**src/rtl/knap_search_ctrl.sv**
```systemverilog
// Exhaustive knapsack search sequencer: enumerates every item-selection mask and keeps the best feasible one.
// Optional result streaming with backpressure is built when KNAP_STREAM_EN is defined.
module knap_search_ctrl #(
    parameter  int N_ITEMS = 7,
    parameter  int VW      = 6,
    localparam int SW      = VW + $clog2(N_ITEMS + 1)
) (
    input  logic                  clk,
    input  logic                  rst_n,
    input  logic                  start,
    input  logic                  abort,
    input  logic [N_ITEMS*VW-1:0] item_value,
    input  logic [N_ITEMS*VW-1:0] item_weight,
    input  logic [SW-1:0]         min_value,
    input  logic [SW-1:0]         max_weight,
    output logic                  busy,
    output logic                  done,
    output logic                  found,
    output logic [N_ITEMS-1:0]    best_mask,
    output logic [SW-1:0]         best_value,
    output logic [SW-1:0]         best_weight,
    output logic [N_ITEMS:0]      valid_count,
    output logic                  out_valid,
    input  logic                  out_ready,
    output logic [N_ITEMS-1:0]    out_mask,
    output logic [SW-1:0]         out_value
);

    localparam logic [1:0] S_IDLE  = 2'd0;
    localparam logic [1:0] S_RUN   = 2'd1;
    localparam logic [1:0] S_DRAIN = 2'd2;

    localparam logic [N_ITEMS-1:0] MASK_LAST = '1;
    localparam logic [N_ITEMS-1:0] MASK_ONE  = 1;
    localparam logic [N_ITEMS:0]   CNT_ONE   = 1;

    logic [1:0]            r_state;
    logic                  r_launch;
    logic                  r_done;
    logic [N_ITEMS-1:0]    r_mask;
    logic [N_ITEMS*VW-1:0] r_item_value;
    logic [N_ITEMS*VW-1:0] r_item_weight;
    logic [SW-1:0]         r_min_value;
    logic [SW-1:0]         r_max_weight;
    logic                  r_found;
    logic [N_ITEMS-1:0]    r_best_mask;
    logic [SW-1:0]         r_best_value;
    logic [SW-1:0]         r_best_weight;
    logic [N_ITEMS:0]      r_valid_count;

    logic [SW-1:0]         w_sum_value;
    logic [SW-1:0]         w_sum_weight;
    logic                  w_feasible;
    logic                  w_better;
    logic                  w_accept_start;
    logic                  w_abort;
    logic                  w_stall;
    logic                  w_step;

    // NOTE: every always_comb output gets a default before the loop so no latch is inferred.
    always_comb begin
        w_sum_value  = '0;
        w_sum_weight = '0;
        for (int i = 0; i < N_ITEMS; i++) begin
            if (r_mask[i]) begin
                w_sum_value  = w_sum_value  + SW'(r_item_value[i*VW +: VW]);
                w_sum_weight = w_sum_weight + SW'(r_item_weight[i*VW +: VW]);
            end
        end
    end

    assign w_feasible = (w_sum_value >= r_min_value) && (w_sum_weight <= r_max_weight);

    // A full tie keeps the incumbent, which is always the lower mask.
    assign w_better = !r_found
                   || (w_sum_value > r_best_value)
                   || ((w_sum_value == r_best_value) && (w_sum_weight < r_best_weight));

    // Start is refused during the launch cycle and the done cycle.
    assign w_accept_start = (r_state == S_IDLE) && start && !r_launch && !r_done;
    assign w_abort        = abort && (r_state != S_IDLE);

`ifdef KNAP_STREAM_EN
    logic                  r_s1_valid;
    logic [N_ITEMS-1:0]    r_s1_mask;
    logic [SW-1:0]         r_s1_value;

    assign w_stall = r_s1_valid && !out_ready;
`else
    logic                  w_unused_ready;

    assign w_unused_ready = out_ready;
    assign w_stall        = 1'b0;
`endif

    assign w_step = (r_state == S_RUN) && !w_stall && !w_abort;

    // NOTE: sequential state uses non-blocking assignments only, so every register sees pre-edge values.
    always_ff @(posedge clk) begin
        if (!rst_n) begin
            r_state       <= S_IDLE;
            r_launch      <= 1'b0;
            r_done        <= 1'b0;
            r_mask        <= '0;
            // NOTE: the latched item tables are small registers, so they are reset like all other state.
            r_item_value  <= '0;
            r_item_weight <= '0;
            r_min_value   <= '0;
            r_max_weight  <= '0;
            r_found       <= 1'b0;
            r_best_mask   <= '0;
            r_best_value  <= '0;
            r_best_weight <= '0;
            r_valid_count <= '0;
        end else begin
            r_done   <= 1'b0;
            r_launch <= 1'b0;

            if (w_accept_start) begin
                r_launch      <= 1'b1;
                r_mask        <= '0;
                r_item_value  <= item_value;
                r_item_weight <= item_weight;
                r_min_value   <= min_value;
                r_max_weight  <= max_weight;
                r_found       <= 1'b0;
                r_best_mask   <= '0;
                r_best_value  <= '0;
                r_best_weight <= '0;
                r_valid_count <= '0;
            end

            if (r_launch) begin
                r_state <= S_RUN;
            end

            if (w_abort) begin
                r_state <= S_IDLE;
            end else if (w_step) begin
                if (w_feasible) begin
                    r_valid_count <= r_valid_count + CNT_ONE;
                    r_found       <= 1'b1;
                    if (w_better) begin
                        r_best_mask   <= r_mask;
                        r_best_value  <= w_sum_value;
                        r_best_weight <= w_sum_weight;
                    end
                end
                r_mask <= r_mask + MASK_ONE;
                if (r_mask == MASK_LAST) begin
                    r_state <= S_DRAIN;
                end
            end else if ((r_state == S_DRAIN) && !w_stall) begin
                r_done  <= 1'b1;
                r_state <= S_IDLE;
            end
        end
    end

`ifdef KNAP_STREAM_EN
    // Stage 1 reloads on every advance; a held entry is dropped once the consumer takes it.
    always_ff @(posedge clk) begin
        if (!rst_n) begin
            r_s1_valid <= 1'b0;
            r_s1_mask  <= '0;
            r_s1_value <= '0;
        end else if (w_abort) begin
            r_s1_valid <= 1'b0;
        end else if (w_step) begin
            r_s1_valid <= w_feasible;
            r_s1_mask  <= r_mask;
            r_s1_value <= w_sum_value;
        end else if (r_s1_valid && out_ready) begin
            r_s1_valid <= 1'b0;
        end
    end

    assign out_valid = r_s1_valid;
    assign out_mask  = r_s1_mask;
    assign out_value = r_s1_value;
`else
    assign out_valid = 1'b0;
    assign out_mask  = '0;
    assign out_value = '0;
`endif

    assign busy        = (r_state == S_RUN) || (r_state == S_DRAIN);
    assign done        = r_done;
    assign found       = r_found;
    assign best_mask   = r_best_mask;
    assign best_value  = r_best_value;
    assign best_weight = r_best_weight;
    assign valid_count = r_valid_count;

endmodule

```
**config.mk**
```make
export PLATFORM = sky130hd
export DESIGN_NAME = knap_search_ctrl
export DESIGN_NICKNAME = d
export VERILOG_FILES = /design/src/rtl/knap_search_ctrl.sv
export SDC_FILE = /design/constraint.sdc
export NUM_CORES = 1
export LEC_CHECK = 0
export BUFFER_PORTS_ARGS = -buffer_cell sky130_fd_sc_hd__buf_2
export CAP_MARGIN = 10
export CORE_ASPECT_RATIO = 0.7
export CORE_MARGIN = 2
export CORE_UTILIZATION = 53
export CTS_CLUSTER_SIZE = 30
export DETAILED_ROUTE_END_ITERATION = 8
export GPL_TIMING_DRIVEN = 0
export HOLD_SLACK_MARGIN = 0.06
export PLACE_DENSITY_LB_ADDON = 0.3
export SLEW_MARGIN = 20
export SYNTH_ARGS = -nofsm -noshare
export SYNTH_HDL_FRONTEND = slang
export SYNTH_SLANG_ARGS = --single-unit
```
**constraint.sdc**
```tcl
create_clock -name clk -period 9.1 [get_ports clk]
set_clock_uncertainty 0.1 [all_clocks]
set_input_delay 0.91 -clock clk [delete_from_list [all_inputs] [get_ports clk]]
set_output_delay 0.91 -clock clk [all_outputs]
set_load 0.05 [all_outputs]
```
* Word level (Yosys, flattened, before mapping)
Index checks and enable logic that the tools add are counted.
** Operators by class
- Order comparisons :: 4
- Reduce and logical (&&, ||, !) cells :: 18
- $mul :: 0
- Shift operators :: 0
- Equality and inequality tests :: 4
- Bitwise gates (word level) :: 1
- Add/subtract/negate cells :: 14
- Divide/modulo/power cells :: 0
- Multiplexer cells :: 46
** Operators by type and width (number)
- $mux 9 :: 22
- $add 9x6->9 :: 12
- $mux 7 :: 8
- $mux 8 :: 4
- $mux 6 :: 2
- $eq 9x9->1 :: 1
- $ge 9x9->1 :: 1
- $gt 9x9->1 :: 1
- $le 9x9->1 :: 1
- $lt 9x9->1 :: 1
- $add 8x1->8 const B :: 1
- $mux 2 :: 4
- $add 7x1->7 const B :: 1
- $eq 7x7->1 const B :: 1
- $logic_and 1x1->1 :: 7
- $mux 1 :: 6
- $logic_not 1->1 :: 4
- $logic_or 1x1->1 :: 3
- $reduce_or 3->1 :: 1
- $eq 2x1->1 const B :: 1
- $eq 2x2->1 const B :: 1
- $logic_not 2->1 :: 1
- $reduce_bool 2->1 :: 1
- $reduce_or 2->1 :: 1
- $not 1->1 :: 1
** Storage, ports and cells
- Latch bits :: 0
- Bits in registers :: 147
- ROM bits :: 0
- Input port bits :: 107
- Logic and storage cells :: 100
- Memories :: 0
- Bits in writable memories :: 0

* Logic depth before layout (Yosys ltp)
Gate-level depths: netlist (run 1).
- Depth after elaboration :: 20
- Gate-level depth with buffers :: 50

* Least setup slack after synthesis (run 1)
OpenSTA, ideal clock, no wires.
- Path kind :: register -> register
- From :: register r_mask[0]
- To :: register r_best_value[8], in the netlist best_value[8]
- Data required time :: 8.921 ns
- Clock period less this slack :: 9.068 ns
- Arrival time :: 8.889 ns
- Cell stages (with the launch flop) :: 47
- Slack :: 0.032 ns
- Path through :: dfxtp_1 -> clkbuf_1 -> and2_1 -> ha_1 -> inv_1 -> fa_1 -> nor2b_1 -> o31a_1 -> a211oi_1 -> a21o_1 -> ha_1 -> o21ai_0 -> nor2_1 -> o21ai_0 -> o21a_1 -> ha_1 -> o21a_1 -> o31a_1 -> [11 not listed] -> ha_1 -> o21ai_0 -> a211oi_1 -> nand2_1 -> nor3_1 -> mux2i_1 -> xor2_1 -> ha_1 -> a2111oi_0 -> o21ai_0 -> o211ai_1 -> nand2_1 -> clkbuf_1 -> o21ba_2 -> clkbuf_8 -> nand2_1 -> or3_1 -> o211ai_1
** On the way
- Longest elaborated chain between the ends :: 20
- Elaborated cells between the ends (all ways) :: 39
- Those cells by class :: 12 x add/sub; 4 x order compare; 1 x eq/ne; 18 x mux; 4 x reduce/logical
** Ends and longest elaborated chain
- from (decl) :: RTL line 40 : logic [N_ITEMS-1:0] r_mask;
- from (signal assigned) :: RTL line 149 : r_mask <= r_mask + MASK_ONE;
- $mux 6 :: RTL line 65 : if (r_mask[i]) begin
- $add 9x6->9 (on tied branches) :: RTL line 66, 67
- $mux 9 :: RTL line 65
- $add 9x6->9 (on tied branches) :: RTL line 66, 67
- $mux 9 :: RTL line 65
- $add 9x6->9 (on tied branches) :: RTL line 66, 67
- $mux 9 :: RTL line 65
- $add 9x6->9 (on tied branches) :: RTL line 66, 67
- [4 not listed]
- $mux 9 :: RTL line 65
- $gt 9x9->1 (tied with other cells) :: RTL line 76 : || (w_sum_value > r_best_value)
- $logic_or 1x1->1 / $logic_and 1x1->1 (equally long branches) :: RTL line 76, 77
- $logic_or 1x1->1 :: RTL line 77 : || ((w_sum_value == r_best_value) && (w_sum_weight < r_best_weight));
- $mux 9 :: RTL line 143 : if (w_better) begin
- $mux 9 (*) :: RTL line 140 : if (w_feasible) begin
- $mux 9 (*) :: RTL line 139 : end else if (w_step) begin
- $mux 9 (*) :: RTL line 137 : if (w_abort) begin
- to (signal assigned) :: RTL line 145 : r_best_value <= w_sum_value;
- to (decl) :: RTL line 47 : logic [SW-1:0] r_best_value;
Mark *: on every way between the ends. The rest lies on a longest branch, timed or not.
A chain may end at the register's enable or synchronous reset.

* Worst setup path after layout (run 1)
- From :: register r_mask[0]
- To :: register r_best_weight[8], in the netlist best_weight[8]
** On the way
- Longest elaborated chain between the ends :: 20
- Elaborated cells between the ends (all ways) :: 39
- Those cells by class :: 12 x add/sub; 4 x order compare; 1 x eq/ne; 18 x mux; 4 x reduce/logical
** Ends and longest elaborated chain
- $mux 6 :: RTL line 65
- $add 9x6->9 (on tied branches) :: RTL line 66, 67
- $mux 9 :: RTL line 65
- $add 9x6->9 (on tied branches) :: RTL line 66, 67
- $mux 9 :: RTL line 65
- $add 9x6->9 (on tied branches) :: RTL line 66, 67
- $mux 9 :: RTL line 65
- $add 9x6->9 (on tied branches) :: RTL line 66, 67
- [4 not listed]
- $mux 9 :: RTL line 65
- $gt 9x9->1 (tied with other cells) :: RTL line 76
- $logic_or 1x1->1 / $logic_and 1x1->1 (equally long branches) :: RTL line 76, 77
- $logic_or 1x1->1 :: RTL line 77
- $mux 9 :: RTL line 143
- $mux 9 (*) :: RTL line 140
- $mux 9 (*) :: RTL line 139
- $mux 9 (*) :: RTL line 137
- to (signal assigned) :: RTL line 146 : r_best_weight <= w_sum_weight;
- to (decl) :: RTL line 48 : logic [SW-1:0] r_best_weight;
Marks and branches as above.

==> flow_summary_export.csv, run 1 <==
group,metric,value,unit
synthesis,netlist-cell-type-count,90,
timing,period_share,1.003,
clock_tree,cts_num_sinks,147,
clock_tree,cts_made_buffers,17,
detailed_routing,viasPerCell,5.887,
clock_tree,clockBufferDepth,2,
clock_tree,cts_tree,"yes",
layout,final_nets,1880,
worst_setup_path,critPathMaxFanout,6,
detailed_routing,routedWlPerCell,18.27,um
synthesis,syn_inst,1414,
worst_setup_path,max_stage_delay,410,ps
timing,worstMarginPinSlew,994.1,ps
layout,syn_to_final_growth,25.90,%
die,rows,43,
die,dieArea,21770,um^2
synthesis,ys_ff_latch,147,
synthesis,syn-mean-instance-area,7.718,um^2
worst_setup_path,worst_path_most_repeated_cell,"ha_4",
timing,report.final.slew_viol_count,0,
grt,grt_overflow,0,
synthesis,yosysTopAreaCell,"dfxtp_1",
timing,timing.final.ws_setup,-28.55,ps
synthesis,async_flop_share,0,
outcome,violations,"setup timing",
worst_setup_path,cp_slowest_cell,"fa_2",
worst_setup_path,path_class,"register to register",
worst_setup_path,crit_arrival,9410,ps
synthesis,synth_most_common_cell,"nand2_1",
clock_tree,htreeDepth,4,
layout,fin_util,0.6865,
synthesis,synth_area_leaders,"dfxtp_1 (27%), ha_1 (13%), nand2_1 (9.3%)",
power_and_ir_drop,powerDensity,126.3,nW/um^2
power_and_ir_drop,ir_worst_vdd,135.2,uV
die,die_w,175.5,um
clock_tree,cts.clk_slew.worst_paths,70,ps
clock_tree,hold_buffers,0,
die,ios,160,
synthesis,synthTopCellsByCount,"nand2_1 (270), a21oi_1 (172), dfxtp_1 (147), ha_1 (114), inv_1 (87)",
detailed_routing,postRouteAntennaNets,0,
timing,finalHoldViolations,0,
grt,antenna_found_initial,0,
detailed_routing,routed-via-count,11361,
flow_run,cap_violations,0,
grt,track_usage,0.2998,
placed_design,gp_congestion,0.9506,
layout,antenna_cells,0,
worst_setup_path,required,9380,ps
detailed_routing,drt_iter0_drc,1112,
placed_design,dpl.cell_count,1840,
placed_design,io_buffers,140,
layout,drive_gt1_frac,0.2458,
placed_design,dp_hpwl,24.05,mm
synthesis,yosys.area.top_type_share,0.2697,
synthesis,dominantRegCellSynth,"dfxtp_1",
synthesis,syn_area,10910,um^2
timing,min_period,9129,ps
worst_setup_path,cp-start-kind,"register",
detailed_routing,wirelength,35.25,mm
grt,grt_pass1_vias,10341,
min_path,hold_class,"register to register",
timing,setup_viol,2,
die,core,20010,um^2
synthesis,synth.yosys.warnings,0,
power_and_ir_drop,p_leak,6.048,nW
timing,relSlewSlack,0.3373,
detailed_routing,drc,0,
grt,grt_pass1_wl,51.19,mm
grt,grt_start_max_net_pins,17,
layout,final_cells,1930,
timing,fmax,0.1095,GHz
synthesis,ys_seq_area_frac,0.2697,
timing,finalSetupTns,-53.66,ps
clock_tree,worstSkewPairLatency,450,ps
detailed_routing,first_pass_iters,9,
clock_tree,cts_root_buffer,"clkbuf_16",
die,initial_core_util,0.5453,
synthesis,synth_edf_count,0,
outcome,status,"finished with violations",
worst_setup_path,end_kind,"register",
die,die_y,124.1,um
timing,timing.hold.ws,353.2,ps
-- flip-flops by register name (all words and copies together) (netlist names), 2 cells and up --
| name | flops |
|---|---|
| r_item_weight | 42 |
| valid_count | 8 |
| best_mask | 7 |
| r_max_weight | 9 |
| r_item_value | 42 |
| r_min_value | 9 |
| best_weight | 9 |
| best_value | 9 |
| r_mask | 7 |
| r_state | 2 |
-- metal layers --
metal  part of all wire  track usage  routed length [um]  vias up
li1                   -            -                   -     5342
met1               0.43       0.4046               15130     5316
met2               0.45       0.4833               15910      586
met4              0.028       0.1049                 973        0
met5                  0            0                   0        -
met3              0.092      0.05739                3244      117
-- timing repair --
action | in CTS | in global routing
setup buffers | 22 | 36
pin swaps | 13 | 36
resized for setup | 32 | 118
gates cloned | 0 | 1
setup endpoints to repair | 34 | 34
-- kinds of logic after synthesis --
family / Yosys count / share of synthesized area
simple gates: 501 / 0.2083
flops: 147 / 0.2697
mux: 39 / 0.04001
other cells: 1 / 0.0003436
xor+xnor: 48 / 0.04162
compound gates: 376 / 0.2151
fa+ha+maj: 127 / 0.1536
buf+inv: 175 / 0.07131
-- metrics by stage --
| stage | total power, W | instance area (um^2) | worst slack [ps] |
|---|---|---|---|
| finish | 0.001736 | 13740 | -28.55 |
| global route | 0.001791 | 13740 | -420.3 |
| global placement | 0.0009649 | 12010 | -1322 |
| CTS | 0.001690 | 12920 | 27.08 |
| floorplan | 0.0008881 | 10970 | 32.06 |
| detailed placement | 0.0009729 | 12010 | -1577 |
-- final cells by class --
cell class	instances	area, um^2
flip-flops and latches	147	2948
clock buffers	18	429.2
fillers	1617	6275
multi-input cells	1108	7894
clock inverters	14	153.9
plain buffers	83	461.7
inverters	91	341.6
repair buffers	199	1174
well taps	270	337.8
-- cell usage in the layout, fill, tap and decap left out, types with 35 or more instances in the layout --
master / n
nand2_1: 267
a21oi_1: 168
dfxtp_1: 145
buf_2: 142
ha_1: 94
inv_1: 85
buf_4: 76
nor2_1: 68
clkbuf_1: 45
o21ai_0: 37
nand3_1: 35
-- power breakdown --
| group | switching [W] | internal (W) |
|---|---|---|
| sequential | 0.0000276 | 0.000676 |
| clock | 0.000318 | 0.000407 |
| combinational | 0.000185 | 0.000123 |
-- path summary, 6_finish.rpt --
path         slack (ps)  cells past startpoint              from          endpoint
min                 350                      2  r_item_weight[4]  r_item_weight[4]
max                 -30                     44         r_mask[0]    best_weight[8]
max reg2reg         -30                     44         r_mask[0]    best_weight[8]
min reg2reg         350                      2  r_item_weight[4]  r_item_weight[4]
-- worst max-delay path, delay by kind of cell (launching register included) --
kind,cells,cell delay (ps)
AND/OR/NAND/NOR,7,1100
adder cells (fa/ha/maj),8,2030
XOR/XNOR,3,490
buffers and inverters,5,610
AO/OA/AOI/OAI,18,3430
multiplexers,3,910
flip-flops,1,400
Power figures use the tool's default switching activity.
==> run 2: changes to the inputs <==
--- a/config.mk
+++ b/config.mk
@@ -15,6 +15,7 @@
 export GPL_TIMING_DRIVEN = 0
 export HOLD_SLACK_MARGIN = 0.06
 export PLACE_DENSITY_LB_ADDON = 0.3
+export REMOVE_ABC_BUFFERS = 1
 export SLEW_MARGIN = 20
 export SYNTH_ARGS = -nofsm -noshare
 export SYNTH_HDL_FRONTEND = slang
==> flow_summary_export.csv, run 2 (same netlist as run 1, synthesis figures left out) <==
group,metric,value,unit
grt,grt_start_max_net_pins,88,
power_and_ir_drop,p_leak,5.843,nW
placed_design,io_buffers,141,
grt,track_usage,0.2614,
timing,fmax,0.1103,GHz
die,core,20010,um^2
outcome,status,"complete, no violations",
placed_design,gp_congestion,0.9027,
layout,fin_util,0.6737,
worst_setup_path,path_class,"register to register",
timing,timing.hold.ws,354.3,ps
grt,grt_overflow,0,
worst_setup_path,cp-start-kind,"register",
worst_setup_path,end_kind,"register",
power_and_ir_drop,ir_worst_vdd,126.8,uV
die,die_y,124.1,um
layout,reg_top3,"r_item_value: 42 flops, r_item_weight: 42 flops",
detailed_routing,viasPerCell,5.668,
grt,grt_pass1_vias,9716,
layout,final_nets,1802,
detailed_routing,routedWlPerCell,16.26,um
detailed_routing,wirelength,30.11,mm
die,die_w,175.5,um
clock_tree,hold_buffers,0,
layout,syn_to_final_growth,23.56,%
layout,final_cell_mix,"nand2_1 (267), a21oi_1 (169), dfxtp_1 (143)",
clock_tree,cts_num_sinks,147,
worst_setup_path,crit_arrival,9330,ps
timing,min_period,9066,ps
worst_setup_path,ff2ff_setup_slack,30,ps
clock_tree,cts.clk_slew.worst_paths,70,ps
clock_tree,cts_tree,"yes",
placed_design,dpl.cell_count,1767,
worst_setup_path,critPathMaxFanout,7,
timing,period_share,0.9963,
placed_design,dp_hpwl,20.08,mm
clock_tree,cts_root_buffer,"clkbuf_16",
timing,setup_viol,0,
layout,drive_gt1_frac,0.2453,
die,ios,160,
clock_tree,cts_made_buffers,17,
layout,final_cells,1852,
detailed_routing,first_pass_iters,5,
grt,antenna_found_initial,0,
detailed_routing,drt_iter0_drc,880,
worst_setup_path,worst_r2r_endpoint,"best_weight[8]",
power_and_ir_drop,powerDensity,126.5,nW/um^2
layout,antenna_cells,0,
worst_setup_path,max_stage_delay,470,ps
timing,worstMarginPinSlew,1198,ps
worst_setup_path,required,9370,ps
worst_setup_path,cp_top_family,"compound AO/OA/AOI/OAI gates",
worst_setup_path,worst_path_most_repeated_cell,"ha_4",
worst_setup_path,cp-endpoint,"best_weight[8]",
timing,report.final.slew_viol_count,0,
layout,n_fill_cell,1675,
worst_setup_path,reg2reg_from,"r_mask[0]",
worst_setup_path,crit_cells,45,
worst_setup_path,cp_slowest_cell,"or4_1",
detailed_routing,drc,0,
power_and_ir_drop,p_total,0.001705,W
layout,final_common_cell,"nand2_1",
worst_setup_path,startpoint,"r_mask[0]",
clock_tree,worstSkewPairLatency,440,ps
timing,finalHoldViolations,0,
worst_setup_path,cp_num_buf_inv,3,
die,rows,43,
clock_tree,clockBufferDepth,2,
clock_tree,htreeDepth,4,
worst_setup_path,reg2reg_depth,45,
min_path,hold_class,"register to register",
flow_run,cap_violations,0,
timing,rsz0062_at_grt,"yes",
detailed_routing,postRouteAntennaNets,0,
die,initial_core_util,0.5453,
die,dieArea,21770,um^2
min_path,min_path_cells,2,
timing,relSlewSlack,0.2004,
detailed_routing,routed-via-count,10497,
grt,grt_pass1_wl,46.04,mm
## run 2: changes by cell type in the layout (fill, tap and decap cells not counted), sizes merged
cell,before,now
clkbuf,67,19
buf,233,199
o21ba,1,4
clkinv,6,4
o21bai,6,8
clkinvlp,3,4
## run 2: worst min-delay path by stage
stage,startpoint,end,slack [ps]
2_1_floorplan,r_item_value[2],r_item_value[2],330
3_3_place_gp,r_item_value[0],r_item_value[0],340
3_5_place_dp,r_item_value[0],r_item_value[0],340
4_1_cts,r_item_value[0],r_item_value[0],350
5_1_grt,r_item_weight[4],r_item_weight[4],370
6_report,r_max_weight[1],r_max_weight[1],350
## run 2: layout make-up
cell class / instances / area (um^2) / area share
clock buffers: 19 / 432.9 / 0.03211
clock inverters: 13 / 151.4 / 0.01123
inverters: 91 / 346.6 / 0.02570
multi-input cells: 1113 / 8056 / 0.5975
flip-flops and latches: 147 / 2950 / 0.2188
well taps: 270 / 337.8 / 0.02505
repair buffers: 199 / 1209 / 0.08964
## run 2: what timing repair did
action | 4_1_cts | 5_1_grt
cloned | 2 | 3
buffers inserted | 14 | 34
pin swaps | 7 | 50
resized for setup | 35 | 105
endpoints found under the setup margin | 34 | 34
## run 2: where the power goes
| group | total, W | internal [W] | switching [W] | leakage, nW |
|---|---|---|---|---|
| clock | 0.000709 | 0.000408 | 0.000302 | 0.271 |
| sequential | 0.000703 | 0.000676 | 0.0000271 | 1.20 |
| combinational | 0.000293 | 0.000121 | 0.000172 | 4.37 |
| total | 0.00171 | 0.00120 | 0.000501 | 5.84 |
## run 2: tightest hold or removal path, stage by stage (launching register included)
cell,delay (ps)
dfxtp_1,310
nand2_1,50
a21oi_1,50
## run 2: stage by stage
step	worst slack [ps]	cell area, um^2	TNS [ps]
floorplan	-634.9	10540	-8257
global placement	-5633	11580	-503070
detailed placement	-1754	11770	-43690
CTS	6.059	12630	0
global route	-298.4	13480	-4031
finish	33.84	13480	0
## run 2: layer usage
metal	global-route usage	up-vias	part of all wire
met2	0.4385	341	0.47
met3	0.05556	57	0.060
met4	0.07335	0	0.024
met1	0.3428	4897	0.45
li1	-	5202	-
met5	0	-	0
